$ cat config.mk
export PLATFORM = sky130hd
export DESIGN_NAME = spi_slave
export DESIGN_NICKNAME = d
export VERILOG_FILES = /design/src/rtl/spi_slave.sv
export SDC_FILE = /design/constraint.sdc
export NUM_CORES = 1
export LEC_CHECK = 0
export BUFFER_PORTS_ARGS = -buffer_cell sky130_fd_sc_hd__buf_2
export CAP_MARGIN = 40
export CORE_AREA = 2 2 69 71
export DETAILED_ROUTE_END_ITERATION = 10
export DIE_AREA = 0 0 71 73
export PLACE_DENSITY = 0.65
export SYNTH_ARGS = -nofsm -noshare
export SYNTH_HDL_FRONTEND = slang
export SYNTH_SLANG_ARGS = --single-unit
$ cat constraint.sdc
create_clock -name i_Clk -period 1.6 [get_ports i_Clk]
set_input_delay 0.32 -clock i_Clk [delete_from_list [all_inputs] [get_ports i_Clk]]
set_output_delay 0.32 -clock i_Clk [all_outputs]
set_load 0.02 [all_outputs]
$ cat src/rtl/spi_slave.sv
// spi_slave: oversampled SPI target, full-duplex MSB first; SPI_MISO_TRISTATE_EN floats MISO while deselected
module spi_slave #(
  parameter int SPI_MODE = 0
) (
  input  logic       i_Clk,
  input  logic       i_Rst,
  output logic       o_RX_DV,
  output logic [7:0] o_RX_Byte,
  input  logic       i_TX_DV,
  input  logic [7:0] i_TX_Byte,
  input  logic       i_SPI_Clk,
  output logic       o_SPI_MISO,
  input  logic       i_SPI_MOSI,
  input  logic       i_SPI_CS_n
);
  localparam bit CPOL = SPI_MODE[1];
  localparam bit CPHA = SPI_MODE[0];
  logic [1:0] sclk_s, cs_s, mosi_s;
  logic       sclk_d, cs_n, lead, trail, samp, shft, miso;
  logic [2:0] cnt;
  logic [6:0] rx_sr;
  logic [7:0] hold, hold_next, tx_sr;
  assign cs_n      = cs_s[1];
  assign lead      = !cs_n && sclk_d == CPOL && sclk_s[1] != CPOL;
  assign trail     = !cs_n && sclk_d != CPOL && sclk_s[1] == CPOL;
  assign samp      = CPHA ? trail : lead;
  assign shft      = CPHA ? lead : trail;
  assign hold_next = i_TX_DV ? i_TX_Byte : hold;
  assign miso      = (cs_n || (!CPHA && cnt == 3'd0)) ? hold[7] : tx_sr[7];
`ifdef SPI_MISO_TRISTATE_EN
  assign o_SPI_MISO = (cs_n || i_Rst) ? 1'bz : miso;
`else
  assign o_SPI_MISO = miso;
`endif
  // two-flop synchronizers for the asynchronous SPI pins plus a delayed SCLK for edge detection
  always_ff @(posedge i_Clk or posedge i_Rst)
    if (i_Rst) begin
      sclk_s <= {2{CPOL}};
      sclk_d <= CPOL;
      cs_s   <= 2'b11;
      mosi_s <= 2'b00;
    end else begin
      sclk_s <= {sclk_s[0], i_SPI_Clk};
      sclk_d <= sclk_s[1];
      cs_s   <= {cs_s[0], i_SPI_CS_n};
      mosi_s <= {mosi_s[0], i_SPI_MOSI};
    end
  // receive path: shift on sampling edges, publish the byte and strobe on the eighth sample
  always_ff @(posedge i_Clk or posedge i_Rst)
    if (i_Rst) begin
      cnt       <= 3'd0;
      rx_sr     <= 7'd0;
      o_RX_Byte <= 8'd0;
      o_RX_DV   <= 1'b0;
    end else begin
      o_RX_DV <= 1'b0;
      if (cs_n) cnt <= 3'd0;
      else if (samp) begin
        rx_sr <= {rx_sr[5:0], mosi_s[1]};
        cnt   <= cnt + 3'd1;
        if (cnt == 3'd7) begin
          o_RX_Byte <= {rx_sr, mosi_s[1]};
          o_RX_DV   <= 1'b1;
        end
      end
    end
  // transmit path: holding register reloads on strobe, copied into the shifter at each byte's first edge
  always_ff @(posedge i_Clk or posedge i_Rst)
    if (i_Rst) begin
      hold  <= 8'd0;
      tx_sr <= 8'd0;
    end else begin
      hold <= hold_next;
      if (lead && cnt == 3'd0) tx_sr <= hold_next;
      else if (shft) tx_sr <= {tx_sr[6:0], 1'b0};
    end
endmodule

==> run_results.csv <==
group,metric,value,unit
power_and_ir_drop,p_leak,1.015,nW
cells_and_area,diodes,0,
clock_network,tritoncts,"done",
cells_and_area,drive_above_1_share,0.5724,
worst_setup_path,crit_path_max_fanout,2,
cells_and_area,final_cell_count_no_fill,199,
floorplan,pin_count,24,
grt,grt_max_degree,19,
cells_and_area,nNetsFinal,161,
worst_setup_path,crit_path_cell_trace,"inv_2, ha_4, nor2b_4, nor2_2, mux2_4, buf_6",
timing,rsz0062_at_grt,"yes",
placement,gp_congestion,0.7214,
timing,fmax,546.2,MHz
floorplan,die_area,5183,um^2
logic_synthesis,synth_cells,105,
timing,worst_slew_pin_slew,0.3382,ns
clock_network,h-tree-depth,2,
placement,post_dp_cell_area,1924,um^2
cells_and_area,syn_to_final_growth,23.40,%
cells_and_area,final_area,2105,um^2
logic_synthesis,synth_nets,122,
floorplan,rows,25,
logic_synthesis,synth_seq_area_share,0.6178,
placement,numPortBuffers,23,
timing,fin_ws,-0.2307,ns
timing,finalMaxSlewViolations,0,
clock_network,cts_buffer_depth,2,
timing,setup_viol,7,
worst_setup_path,cp_num_buf_inv,2,
grt,grtUsageTotal,0.1193,
cells_and_area,fill_cells,398,
clock_network,path_clk_slew,0.07,ns
grt,antenna_found_initial,0,
logic_synthesis,ys_warn_count,0,
floorplan,core-area,4536,um^2
worst_setup_path,critical-path-slowest-cell,"dfrtp_1",
drt,wl_per_cell,13.67,um
worst_setup_path,crit_type,"reg2out",
drt,antenna_left,0,
clock_network,cts_buffers,5,
drt,wirelength,2.721,mm
timing,slew_headroom,0.7743,
timing,layout_min_cycle_time,1.831,ns
floorplan,die_w,71,um
power_and_ir_drop,power.total,2.387,mW
drt,firstDrtPassIters,3,
clock_network,cts-root-buf,"clkbuf_8",
timing,finalHoldViolCount,0,
status,violations,"negative setup slack",
floorplan,die_h,73,um
clock_network,clkSinkCount,42,
status,status,"finished, violations left",
logic_synthesis,synth-seq-cells,42,
worst_setup_path,endpoint_kind,"primary output",
timing,fin_skew,0.005491,ns
drt,vias,911,
placement,dpl.hpwl,1.925,mm
drt,detail_route.iter0.violations,14,
worst_setup_path,startpoint_type,"flop",
timing,fin_hold_ws,0.1298,ns
clock_network,clock_latency,0.28,ns
power_and_ir_drop,p_per_area,1134,nW/um^2
run,maxCapViolations,0,
worst_setup_path,critPathRequiredTime,1.28,ns
hold_path,holdCritPathClass,"in2reg",
grt,grt_pass1_wl,4.712,mm
drt,drc,0,
floorplan,initial_core_util,0.3760,
worst_setup_path,cp.arrival,1.51,ns
worst_setup_path,max_stage_delay,0.37,ns
logic_synthesis,syn_area,1705,um^2
timing,finalCritPeriodShare,1.144,
cells_and_area,fin_util,0.4640,
grt,grt_pass1_vias,1020,
power_and_ir_drop,peakVddDrop,0.4930,mV
logic_synthesis,yosysUniqueCellTypes,20,
placement,dp.cells,185,
drt,vias_per_cell,4.578,
grt,overflow,0,
logic_synthesis,syn_area_per_cell,16.24,um^2
worst_setup_path,crit_family,"flip-flops",
[layer usage]
metal | wire [um] | up-vias | track usage
met4 | 40 | 0 | 0.06918
li1 | - | 440 | -
met5 | 0 | - | 0
met1 | 1214 | 454 | 0.1505
met2 | 1381 | 15 | 0.1869
met3 | 84 | 2 | 0.03039
[cell type report]
type / count / area [um^2] / share of cell area
Inverter: 3 / 11.26 / 0.005351
Tap cell: 54 / 67.56 / 0.03210
Clock buffer: 7 / 86.33 / 0.04102
Clock inverter: 1 / 5.005 / 0.002378
Multi-Input combinational cell: 58 / 661.9 / 0.3145
Timing Repair Buffer: 34 / 219.0 / 0.1040
Sequential cell: 42 / 1054 / 0.5006
[layout by cell type, fill, tap and decap left out, drive strengths merged, types with 2 or more instances in the layout]
| cell type | synthesis | final |
|---|---|---|
| nor3b | 2 | 2 |
| dfstp | 2 | 2 |
| and2 | 1 | 2 |
| nor2 | 2 | 2 |
| mux2 | 39 | 39 |
| inv | 3 | 3 |
| buf | 3 | 33 |
| nand2 | 3 | 3 |
| clkbuf | 0 | 7 |
| ha | 3 | 3 |
| dfrtp | 40 | 40 |
| nor2b | 2 | 2 |
[report_power, final]
group | internal [mW] | switching (mW)
Clock | 0.348 | 0.325
Combinational | 0.240 | 0.125
Sequential | 1.25 | 0.104
[cells by family after synthesis]
logic type               after synthesis  share of synthesized area
flip-flops                            42                     0.6178
AO/OA/AOI/OAI                          2                   0.007336
XOR/XNOR                               1                   0.005137
buffers and inverters                  6                    0.01907
AND/OR/NAND/NOR                       12                    0.05357
multiplexers                          39                     0.2751
adder cells (fa/ha/maj)                3                    0.02201
[state kept, by name, summed over array words and instances, names as in the netlist]
signal	flops
o_RX_DV	1
rx_sr	7
cs_s	2
sclk_s	2
hold	8
cnt	3
mosi_s	2
o_RX_Byte	8
sclk_d	1
tx_sr	8
[worst reg2reg max path, stage by stage, from the launching register on]
cell and delay, ns:
dfrtp_1 0.39, buf_4 0.14, buf_4 0.12, ha_1 0.17
ha_1 0.20, and2_4 0.18, mux2_4 0.30
[stage by stage]
step / setup WS (ns) / setup TNS (ns)
after floorplan: 0.08683 / 0
after global placement: -0.008328 / -0.008328
after detailed placement: -0.06991 / -0.3481
after CTS: -0.2707 / -0.2707
after global routing: -0.2964 / -0.8628
final: -0.2307 / -0.3101
[synth_stat cells (all sizes together)]
library cell	instances	area [um^2]
dfrtp	40	1001
mux2	39	469.2
buf	3	21.27
ha	3	37.54
inv	3	11.26
nand2	3	13.77
dfstp	2	52.55
nor2	2	7.510
nor2b	2	12.51
nor3b	2	37.54
and2	1	6.260
and2b	1	7.510
nand2b	1	6.260
o21ai	1	5.000
o31ai	1	7.510
xnor2	1	8.760
[path summary, 6_finish.rpt]
| path | start | endpoint | slack, ns | cells past startpoint |
|---|---|---|---|---|
| min in group asynchronous | i_Rst | cnt[1] | 0.53 | 3 |
| max in group asynchronous | i_Rst | o_RX_Byte[0] | 0.53 | 4 |
| setup reg to reg | cnt[1] | o_RX_Byte[2] | -0.02 | 6 |
| hold reg to reg | mosi_s[0] | mosi_s[1] | 0.36 | 0 |
| hold / removal | i_SPI_CS_n | cs_s[0] | 0.13 | 1 |
| setup / recovery | cnt[0] | o_SPI_MISO | -0.23 | 6 |
[repair_timing]
action / 4_1_cts / 5_1_grt
endpoints found under the setup margin: 9 / 3
gates cloned: 0 / 1
gates resized for setup: 12 / 2
hold buffers: 1 / 0
hold endpoints to repair: 5 / 0
setup buffers: 2 / 2
pin swaps: 2 / 2
No activity file was read; power rests on OpenSTA's default activity.
